### src/rtl/pb_event_arbiter_pkg.sv
// Purpose: shared types for the pushbutton event arbiter (button FSM states, event record).
// Latency: n/a (types and constants only).
// Backpressure: n/a.
package pb_pkg;

  // Widest button index carried in an event record (up to 8 buttons).
  localparam int ID_MAX_W = 3;

  typedef enum logic [1:0] {
    IDLE      = 2'd0,
    HELD      = 2'd1,
    LONG_SENT = 2'd2
  } btn_state_t;

  typedef struct packed {
    logic [ID_MAX_W-1:0] id;
    logic                is_long;
  } pb_ev_t;

  localparam logic EV_SHORT = 1'b0;
  localparam logic EV_LONG  = 1'b1;

endpackage

### src/rtl/pb_event_arbiter_if.sv
// Purpose: valid/ready event channel from the arbiter to the gesture mode controller.
// Latency: n/a (wires only).
// Backpressure: producer holds ev_id/ev_long stable while ev_valid is high and ev_ready is low.
interface pb_event_arbiter_if #(
  parameter int N_BTN = 4
);
  localparam int ID_W = $clog2(N_BTN);

  logic            ev_valid;
  logic            ev_ready;
  logic [ID_W-1:0] ev_id;
  logic            ev_long;

  modport master (output ev_valid, output ev_id, output ev_long, input ev_ready);
  modport slave  (input ev_valid, input ev_id, input ev_long, output ev_ready);

endinterface

### src/rtl/pb_event_arbiter_fifo.sv
// Purpose: small synchronous FIFO with occupancy count; head is shown combinationally.
// Latency: a push is visible at the head one cycle later; pop is ignored when empty.
// Backpressure: push is dropped when full unless a pop happens in the same cycle.
module pb_event_fifo #(
  parameter int DEPTH = 4,
  parameter int WIDTH = 4
) (
  input  logic                   clk,
  input  logic                   reset,
  input  logic                   push,
  input  logic [WIDTH-1:0]       push_dat,
  input  logic                   pop,
  output logic [WIDTH-1:0]       pop_dat,
  output logic                   empty,
  output logic                   full,
  output logic [$clog2(DEPTH):0] count
);
  localparam int AW = $clog2(DEPTH);

  logic [WIDTH-1:0] mem [DEPTH];
  logic [AW-1:0]    wr_q;
  logic [AW-1:0]    rd_q;
  logic [AW:0]      cnt_q;
  logic [WIDTH-1:0] last_q;
  logic             do_push;
  logic             do_pop;

  assign empty   = (cnt_q == '0);
  assign full    = (cnt_q == (AW+1)'(DEPTH));
  assign do_pop  = pop & ~empty;
  assign do_push = push & (~full | do_pop);
  assign count   = cnt_q;
  // When empty the outputs keep showing the last entry that left the FIFO.
  assign pop_dat = empty ? last_q : mem[rd_q];

  // Storage array; no reset needed since reads are gated by occupancy.
  always_ff @(posedge clk) begin
    if (do_push) mem[wr_q] <= push_dat;
  end

  // Pointers, occupancy and last-popped entry.
  always_ff @(posedge clk) begin
    if (reset) begin
      wr_q   <= '0;
      rd_q   <= '0;
      cnt_q  <= '0;
      last_q <= '0;
    end else begin
      if (do_push) wr_q <= wr_q + AW'(1);
      if (do_pop) begin
        rd_q   <= rd_q + AW'(1);
        last_q <= mem[rd_q];
      end
      case ({do_push, do_pop})
        2'b10:   cnt_q <= cnt_q + (AW+1)'(1);
        2'b01:   cnt_q <= cnt_q - (AW+1)'(1);
        default: cnt_q <= cnt_q;
      endcase
    end
  end

endmodule

### src/rtl/pb_event_arbiter.sv
// Purpose: classify debounced button presses as SHORT/LONG and arbitrate them round-robin into an event FIFO.
// Latency: release sampled at edge k -> pending at k -> pushed at k+1 -> ev_valid after k+1.
// Backpressure: one pending slot per button behind the FIFO; a second event on an occupied slot is dropped and sets sticky overflow.
module pb_event_arbiter
  import pb_pkg::*;
#(
  parameter int N_BTN      = 4,
  parameter int LONG_CYC   = 100_000_000,
  parameter int CNT_W      = 27,
  parameter int FIFO_DEPTH = 4
) (
  input  logic                        clk,
  input  logic                        reset,
  input  logic [N_BTN-1:0]            pb_level,
  pb_event_arbiter_if.master          ev,
  output logic                        overflow,
  output logic [$clog2(FIFO_DEPTH):0] fifo_count
);
  localparam int ID_W = $clog2(N_BTN);

  logic             first_q;
  logic [N_BTN-1:0] prev_q;
  logic [N_BTN-1:0] rise;
  logic [N_BTN-1:0] ev_raise;
  logic [N_BTN-1:0] ev_type;
  logic [N_BTN-1:0] pend_q;
  logic [N_BTN-1:0] ptype_q;
  logic [N_BTN-1:0] gnt;
  logic [ID_W-1:0]  rr_q;
  logic [ID_W-1:0]  gnt_id;
  logic             gnt_vld;
  logic             pop;
  logic             fifo_full;
  logic             fifo_empty;
  pb_ev_t           push_ev;
  pb_ev_t           head_ev;

  // Level history; the first cycle out of reset loads the live level so a button held through reset needs a fresh press.
  always_ff @(posedge clk) begin
    if (reset) begin
      prev_q  <= '0;
      first_q <= 1'b1;
    end else begin
      prev_q  <= pb_level;
      first_q <= 1'b0;
    end
  end

  assign rise = pb_level & ~prev_q & {N_BTN{~first_q}};

  for (genvar g = 0; g < N_BTN; g++) begin : g_btn
    btn_state_t       st_q;
    btn_state_t       st_d;
    logic [CNT_W-1:0] cnt_q;
    logic [CNT_W-1:0] cnt_d;
    logic             raise;
    logic             typ;

    // Per-button state and hold counter.
    always_ff @(posedge clk) begin
      if (reset) begin
        st_q  <= IDLE;
        cnt_q <= '0;
      end else begin
        st_q  <= st_d;
        cnt_q <= cnt_d;
      end
    end

    // Press classification; a release always wins over reaching the LONG threshold.
    always_comb begin
      st_d  = st_q;
      cnt_d = cnt_q;
      raise = 1'b0;
      typ   = EV_SHORT;
      unique case (st_q)
        IDLE: begin
          if (rise[g]) begin
            st_d  = HELD;
            cnt_d = '0;
          end
        end
        HELD: begin
          if (!pb_level[g]) begin
            raise = 1'b1;
            typ   = EV_SHORT;
            st_d  = IDLE;
          end else if (cnt_q == CNT_W'(LONG_CYC - 1)) begin
            raise = 1'b1;
            typ   = EV_LONG;
            st_d  = LONG_SENT;
          end else begin
            cnt_d = cnt_q + CNT_W'(1);
          end
        end
        LONG_SENT: begin
          if (!pb_level[g]) st_d = IDLE;
        end
        default: st_d = IDLE;
      endcase
    end

    assign ev_raise[g] = raise;
    assign ev_type[g]  = typ;
  end

  assign pop = ~fifo_empty & ev.ev_ready;

  // Round-robin pick of one pending button, starting at rr, only when the FIFO can take it.
  always_comb begin
    int idx;
    idx     = 0;
    gnt     = '0;
    gnt_id  = '0;
    gnt_vld = 1'b0;
    if (!fifo_full || pop) begin
      for (int k = 0; k < N_BTN; k++) begin
        idx = (int'(rr_q) + k) % N_BTN;
        if (!gnt_vld && pend_q[idx]) begin
          gnt_vld  = 1'b1;
          gnt_id   = ID_W'(idx);
          gnt[idx] = 1'b1;
        end
      end
    end
  end

  // Pending slots, sticky overflow and round-robin pointer.
  always_ff @(posedge clk) begin
    if (reset) begin
      pend_q   <= '0;
      ptype_q  <= '0;
      rr_q     <= '0;
      overflow <= 1'b0;
    end else begin
      for (int i = 0; i < N_BTN; i++) begin
        if (ev_raise[i]) begin
          // A slot granted this cycle is free to take the new event.
          if (pend_q[i] && !gnt[i]) begin
            overflow <= 1'b1;
          end else begin
            pend_q[i]  <= 1'b1;
            ptype_q[i] <= ev_type[i];
          end
        end else if (gnt[i]) begin
          pend_q[i] <= 1'b0;
        end
      end
      if (gnt_vld) rr_q <= (gnt_id == ID_W'(N_BTN - 1)) ? '0 : gnt_id + ID_W'(1);
    end
  end

  assign push_ev.id      = ID_MAX_W'(gnt_id);
  assign push_ev.is_long = |(ptype_q & gnt);

  pb_event_fifo #(
    .DEPTH (FIFO_DEPTH),
    .WIDTH ($bits(pb_ev_t))
  ) u_fifo (
    .clk      (clk),
    .reset    (reset),
    .push     (gnt_vld),
    .push_dat (push_ev),
    .pop      (pop),
    .pop_dat  (head_ev),
    .empty    (fifo_empty),
    .full     (fifo_full),
    .count    (fifo_count)
  );

  assign ev.ev_valid = ~fifo_empty;
  assign ev.ev_id    = ID_W'(head_ev.id);
  assign ev.ev_long  = head_ev.is_long;

endmodule

### src/flat_wrapper.sv
// flat-port wrapper written by rule: the top's interface ports become plain ports
module pb_event_arbiter_flat import pb_pkg::*;
#(
  parameter int N_BTN      = 4,
  parameter int LONG_CYC   = 100_000_000,
  parameter int CNT_W      = 27,
  parameter int FIFO_DEPTH = 4
)
  (clk, reset, pb_level, overflow, fifo_count, ev_ev_valid, ev_ev_id, ev_ev_long, ev_ev_ready);
  pb_event_arbiter_if #(.N_BTN(N_BTN)) ev_i ();
  input  logic clk;
  input  logic reset;
  input  logic [N_BTN-1:0] pb_level;
  output logic overflow;
  output logic [$clog2(FIFO_DEPTH):0] fifo_count;
  output wire logic [$bits(ev_i.ev_valid)-1:0] ev_ev_valid;
  output wire logic [$bits(ev_i.ev_id)-1:0] ev_ev_id;
  output wire logic [$bits(ev_i.ev_long)-1:0] ev_ev_long;
  input wire logic [$bits(ev_i.ev_ready)-1:0] ev_ev_ready;
  assign ev_ev_valid = ev_i.ev_valid;
  assign ev_ev_id = ev_i.ev_id;
  assign ev_ev_long = ev_i.ev_long;
  assign ev_i.ev_ready = ev_ev_ready;
  pb_event_arbiter #(.N_BTN(N_BTN), .LONG_CYC(LONG_CYC), .CNT_W(CNT_W), .FIFO_DEPTH(FIFO_DEPTH)) u_core (.clk(clk), .reset(reset), .pb_level(pb_level), .ev(ev_i), .overflow(overflow), .fifo_count(fifo_count));
endmodule
### config.mk
export PLATFORM = sky130hd
export DESIGN_NAME = pb_event_arbiter_flat
export DESIGN_NICKNAME = d
export VERILOG_FILES = /design/src/rtl/pb_event_arbiter_pkg.sv /design/src/rtl/pb_event_arbiter_if.sv /design/src/rtl/pb_event_arbiter_fifo.sv /design/src/rtl/pb_event_arbiter.sv /design/src/flat_wrapper.sv
export SDC_FILE = /design/constraint.sdc
export NUM_CORES = 1
export LEC_CHECK = 0
export CORE_UTILIZATION = 40
export CTS_BUF_LIST = sky130_fd_sc_hd__clkbuf_8
export DETAILED_ROUTE_END_ITERATION = 6
export GPL_ROUTABILITY_DRIVEN = 0
export GPL_TIMING_DRIVEN = 0
export REMOVE_ABC_BUFFERS = 1
export SETUP_SLACK_MARGIN = 0.15
export SLEW_MARGIN = 25
export SYNTH_ARGS = -nofsm -noshare
export SYNTH_HDL_FRONTEND = slang
export SYNTH_SLANG_ARGS = --single-unit
### constraint.sdc
create_clock -name clk -period 4.4 [get_ports clk]
set_clock_uncertainty 0.1 [all_clocks]
set_input_delay 0.66 -clock clk [delete_from_list [all_inputs] [get_ports clk]]
set_output_delay 0.66 -clock clk [all_outputs]
set_load 0.01 [all_outputs]
After elaboration in Yosys (flattened, before gate mapping)
Memories as Yosys holds them, arrays and structs flattened. A register that Yosys moved wholly into a read port is not among the register bits. Index checks and enable logic that the tools add are counted.

Logic and storage cells: 284. Memories: 1. Register bits after elaboration: 142. Output and inout bits: 8. Input bits: 7. Bits in writable memories: 12.

Bitwise gates (word level): 21. Mux-type cells: 124. Magnitude comparators: 8. Reductions and logical operators: 54. Eq/ne operators: 40. Add/sub/neg operators: 12.

Memory list: u_core.u_fifo.mem (words 4, bits a word 3, rd ports 1, clocked after Yosys merged registers in 1, wr ports 1, RTL line pb_event_arbiter_fifo.sv:20) `logic [WIDTH-1:0] mem [DEPTH];`.

Operators by type and width (number): $mux W27 (12); $pmux W27 S2 (4); $add A27 B1 Y27 const B (4); $eq A27 B27 Y1 const B (4); $mux W1 (62); $mux W2 (24); $mux W4 (8); $ne A2 B2 Y1 const B (16); $pmux W2 S3 (4); $reduce_bool A2 Y1 (9); $reduce_and A2 Y1 (8); $reduce_and A4 Y1 (4); $and A4 B4 Y4 (3); $eq A2 B2 Y1 const B (6); $lt A3 B4 Y1 const B (3); $ne A3 B2 Y1 const B (4); $or A4 B4 Y4 (3); $reduce_and A3 Y1 (4); $logic_and A1 B1 Y1 (11); $eq A2 B1 Y1 const B (5); $ge A3 B1 Y1 const B (3); $add A2 B1 Y2 const B (4); $bmux W1 S2 (4); $demux W1 S2 (4); other kinds (20) (46).

Longest topological paths before layout
Depth after elaboration: 27. Depth in mapped cells: 11. Depth with buffers taken out: 9.

Cells and area by module
A second synthesis with hierarchy kept.

Cells, all modules: 951. Area total of the unflattened synthesis: 8329.2 µm².

By module, submodules not included: pb_event_arbiter (instances 1, area an instance 6962.9 µm², seq. area each 2642.5 µm², cells each 849); pb_event_fifo (instances 1, area an instance 1366.3 µm², seq. area each 740.7 µm², cells each 102).

Least setup slack after synthesis
No wires, ideal clock.

Path kind: register -> register. Start: reg u_core.rr_q[0]. End: reg u_core.ptype_q[0]. Path slack: 1184 ps. Path buffers: 3. Data arrival time: 3025 ps. Clock period less this slack: 3216 ps. Cell stages (with the launch flop): 12. Setup time: 91 ps. Data required time: 4209 ps. Path through: dfxtp_1 > buf_2 > clkbuf_1 > inv_1 > ha_1 > clkbuf_1 > mux4_2 > nor2b_1 > a221oi_1 > o311ai_1 > a31oi_1 > a311oi_1.

Cells in the longest elaborated chain, start to end: 20. Elaborated cells on any way between the ends: 67. Classes of those cells: add/sub: 3; order compare: 8; mux: 33; bitwise: 7; reduce/logical: 16.

RTL lines: start, declared (RTL line pb_event_arbiter.sv:29) `logic [ID_W-1:0] rr_q;`; start signal, assigned (RTL line pb_event_arbiter.sv:149) `if (gnt_vld) rr_q <= (gnt_id == ID_W'(N_BTN - 1)) ? '0 : gnt_id + ID_W'(1);`; $add A2 B1 Y2 or $bmux W1 S2 (tied branches) (RTL line pb_event_arbiter.sv:118, pb_event_arbiter.sv:119); $reduce_or A2 Y1 (no source line) or $mux W1 (tied branches); $and A1 B1 Y1 (no source line) or $mux W1 (tied branches); $lt A3 B4 Y1 (not written as such), or another cell as far along (RTL line pb_event_arbiter.sv:122) `gnt[idx] = 1'b1;`; $logic_and A1 B1 Y1 (not written as such) or $logic_not A1 Y1 (tied branches) (RTL line pb_event_arbiter.sv:122, pb_event_arbiter.sv:119); $mux W1 (not written as such) or $logic_and A1 B1 Y1 (tied branches) (RTL line pb_event_arbiter.sv:122, pb_event_arbiter.sv:119); $demux W1 S2 or $mux W1 (tied branches); $or A4 B4 Y4 (no source line) or $mux W1 (tied branches); [... 4 more ...]; $mux W4 or $logic_not A1 Y1 (tied branches) (RTL line pb_event_arbiter.sv:116, pb_event_arbiter.sv:119); $or A4 B4 Y4 (no source line) or $logic_and A1 B1 Y1 (tied branches); $mux W4 (*) (RTL line pb_event_arbiter.sv:119) `if (!gnt_vld && pend_q[idx]) begin`; $mux W4 (*) (RTL line pb_event_arbiter.sv:116) `if (!fifo_full || pop) begin`; $logic_not A1 Y1 (*) (RTL line pb_event_arbiter.sv:139) `if (pend_q[i] && !gnt[i]) begin`; $logic_and A1 B1 Y1 (*) (RTL line pb_event_arbiter.sv:139); $not A1 Y1 (no source line) (*); $reduce_and A2 Y1 (no source line) (*); end signal, assigned by index (RTL line pb_event_arbiter.sv:143) `ptype_q[i] <= ev_type[i];`; end, declared (RTL line pb_event_arbiter.sv:27) `logic [N_BTN-1:0] ptype_q;`.

Every way passes the cells marked *; elsewhere a longest branch is shown, timed or not. The select of a mux whose other input is x is not followed. A chain may end at the register's enable or synchronous reset.

Final worst setup path
Same ends and word-level chain as after synthesis.

==> summary.txt <==
Run status
  • Status: completed

Synth
  • Post-synth top area share: 0.3558
  • Mapped Cells: 921
  • Most frequent cell after synthesis: dfxtp_1
  • Post-synthesis register bit count: 156
  • Post-Syn Area: 8102 um^2
  • Sequential share of the synthesized area: 0.4003
  • Number of distinct library cells after synthesis: 82
  • EDFF count, synth: 12
  • Primary FF master, synth: dfxtp_1
  • Syn. warnings: 0
  • Synth top area cells: dfxtp_1 (36%), xnor2_1 (5.8%), nor2_1 (4.8%), edfxtp_1 (4.4%), a21oi_1 (3.9%)
  • Mapped Avg Cell Area: 8.796 um^2
  • Leading area contributor after synthesis: dfxtp_1
  • Ys async rst share: 0
  • Post-synth top cells: dfxtp_1 (144), nor2_1 (103), a21oi_1 (63)

Setup path
  • Worst Setup Start Kind: flop
  • Crit path buffers/inverters: 1
  • CP peak stage delay: 780 ps
  • Critical path class: reg2reg
  • CP cell instances: inv_1 > ha_1 > mux4_2 > nor2b_1 > a221oi_1 > o311ai_1 > a31oi_1 > a311oi_1
  • CP Data Arrival Time: 4040 ps
  • CP max-delay cell: dfxtp_1
  • CP max FO: 19
  • Family with the most delay on the worst path: compound AO/OA/AOI/OAI gates
  • Crit end category: flop
  • WP data required: 4660 ps

Floorplanning
  • Chip width: 144.3 um
  • Initial Utilization: 0.4122
  • Die H: 144.3 um
  • Full die area: 20830 um^2
  • Row Count: 51
  • Top-Level Pins: 15
  • Core footprint: 19650 um^2

Global routing
  • Largest net degree at the start of global routing: 39
  • Met2 Use GR: 0.2710
  • M1 GR Usage: 0.2208
  • Vias in the first global route: 5901
  • Antenna violations before repair: 0
  • Busiest layer in global routing: met2
  • GRT Total Usage: 0.1667
  • Total gr overflow: 0
  • GR Util met3: 0.04172
  • First-pass GRT wire length: 28.07 mm

Clocking
  • H-tree Lvls: 4
  • Sinks on Clock Net: 156
  • Worst-Skew Late Latency: 450 ps
  • Post-CTS resize count: 0
  • Clk buf depth: 2
  • Total CTS buffers: 17
  • CTS tree: yes
  • Setup repair bufs after CTS: 0
  • Clock slew at reported path FFs: 80 ps
  • # hold bufs at CTS: 0
  • CTS root buf: clkbuf_8

Timing
  • Final min period: 3786 ps
  • FMAX: 264.1 MHz
  • Final setup fails: 0
  • Final worst path period share: 0.8604
  • RSZ-0062 raised after global routing: false
  • Fin. max-slew vios: 0
  • Worst-Margin Slew: 900.9 ps
  • Endpoints failing hold: 0
  • Headroom to the max-slew limit: 0.3939

Route
  • Routed len/inst: 14.00 um
  • Iter 0 DRT Violations: 365
  • DRT Pass-1 Iters: 4
  • Post-route DRC violation count: 0
  • Vias: 6497
  • Drt total wl: 16.74 mm
  • Via density: 5.432
  • Final ANT Viol Nets: 0

Cells and area
  • Share of layout cells above drive strength 1: 0.08485
  • Layout Cells excl Fill: 1196
  • Fillers: 2017
  • Syn-to-layout area delta: 8.958%
  • Ant diodes: 0
  • Fin nets: 945
  • Final core occ: 0.4491

Placement
  • Post-DP HPWL: 11.40 mm
  • Port Buf Inserts: 14
  • Dpl cells: 1166

Pwr
  • Leak pwr: 2.659 nW
  • Peak supply drop: 0.1601 mV
  • PwrDens: 330.7 nW/um^2

Run
  • Max-Cap Viols: 0

Min path
  • Worst hold path type: reg2reg
==> per-layer routing <==
layer / part of all wire / routed length [um] / vias up
li1: - / - / 3378
met1: 0.50 / 8405 / 3039
met2: 0.46 / 7670 / 67
met3: 0.030 / 510 / 13
met4: 0.0092 / 154 / 0
met5: 0 / 0 / -
==> worst paths after layout <==
path / startpoint / end / slack, ps / depth (start not counted)
setup / recovery: u_core.rr_q[0] / u_core.ptype_q[0] / 610 / 8
hold / removal: u_core.g_btn[3].cnt_q[1] / u_core.g_btn[3].cnt_q[1] / 370 / 2
setup reg to reg: u_core.rr_q[0] / u_core.ptype_q[0] / 610 / 8
hold reg to reg: u_core.g_btn[3].cnt_q[1] / u_core.g_btn[3].cnt_q[1] / 370 / 2
==> logic make-up after synthesis <==
kind of cell / count (synthesis) / share of synthesized area
flops: 156 / 0.4003
mux: 21 / 0.03429
buf+inv: 84 / 0.04386
fa+ha+maj: 18 / 0.02873
simple gates: 381 / 0.2559
compound gates: 198 / 0.1688
xor+xnor: 63 / 0.06811
==> worst min-delay path, stage by stage (launching register included) <==
cell,delay [ps]
dfxtp_1,320
nand2_1,50
a21oi_1,50
==> sequential cells by signal, summed over array words and instances (netlist names), named ones only <==
| register | flops |
|---|---|
| u_core.u_fifo.count | 3 |
| u_core.prev_q | 4 |
| u_core.overflow | 1 |
| u_core.u_fifo.mem | 12 |
| u_core.ptype_q | 4 |
| u_core.g_btn.cnt_q | 108 |
| u_core.u_fifo.wr_q | 2 |
| u_core.rr_q | 2 |
| u_core.pend_q | 4 |
| u_core.u_fifo.last_q | 3 |
| u_core.u_fifo.rd_q | 2 |
| u_core.first_q | 1 |
| u_core.g_btn.st_q | 8 |
==> area by class of cell <==
class	count	area [um^2]	area share
Clock buffer	20	275.3	0.03118
Multi-Input combinational cell	681	4542	0.5145
Inverter	44	165.2	0.01871
Sequential cell	156	3243	0.3674
Timing Repair Buffer	20	192.7	0.02183
Tap cell	265	331.6	0.03756
Clock inverter	10	77.57	0.008788
==> power breakdown <==
group          internal (W)  leakage (nW)  switching (W)
clock              0.000476         0.194       0.000520
sequential          0.00147          1.28      0.0000501
combinational      0.000188          1.19       0.000218
==> through the flow <==
step / instance area (um^2) / TNS [ps] / total power, W / setup WS, ps / hold slack (ps)
floorplan: 7911 / 0 / 0.001805 / 1290 / 335.2
global placement: 8383 / -15700 / 0.001945 / -698.1 / 354.2
detailed placement: 8474 / 0 / 0.001956 / 722.0 / 360.4
CTS: 8827 / 0 / 0.002955 / 697.3 / 348.8
global route: 8827 / 0 / 0.003059 / 374.3 / 363.8
finish: 8827 / 0 / 0.002919 / 614.1 / 366.8
==> cell usage in the layout, fill, tap and decap left out, types with 4 or more instances in the layout <==
cell,n
clkdlybuf4s50_1,13
and4_1,11
xnor2_1,54
and3_1,7
or2_2,5
xor2_1,9
nand2b_1,10
nand3_1,33
a221oi_1,5
buf_2,4
a31oi_1,5
a2111oi_0,16
nor2_1,103
nor2b_1,10
mux2i_1,12
a21o_1,5
nor3_1,17
mux4_2,5
o21ai_0,37
and2_1,11
a211oi_1,17
dfxtp_1,144
o211ai_1,6
inv_1,47
nor4_1,12
ha_1,17
nand2_1,51
a21oi_1,63
edfxtp_1,12
or3_1,37
clkinv_2,4
clkbuf_8,20
mux2_2,4
o31ai_1,6
or4_1,8
nand4_1,32
Power figures use the tool's default switching activity.
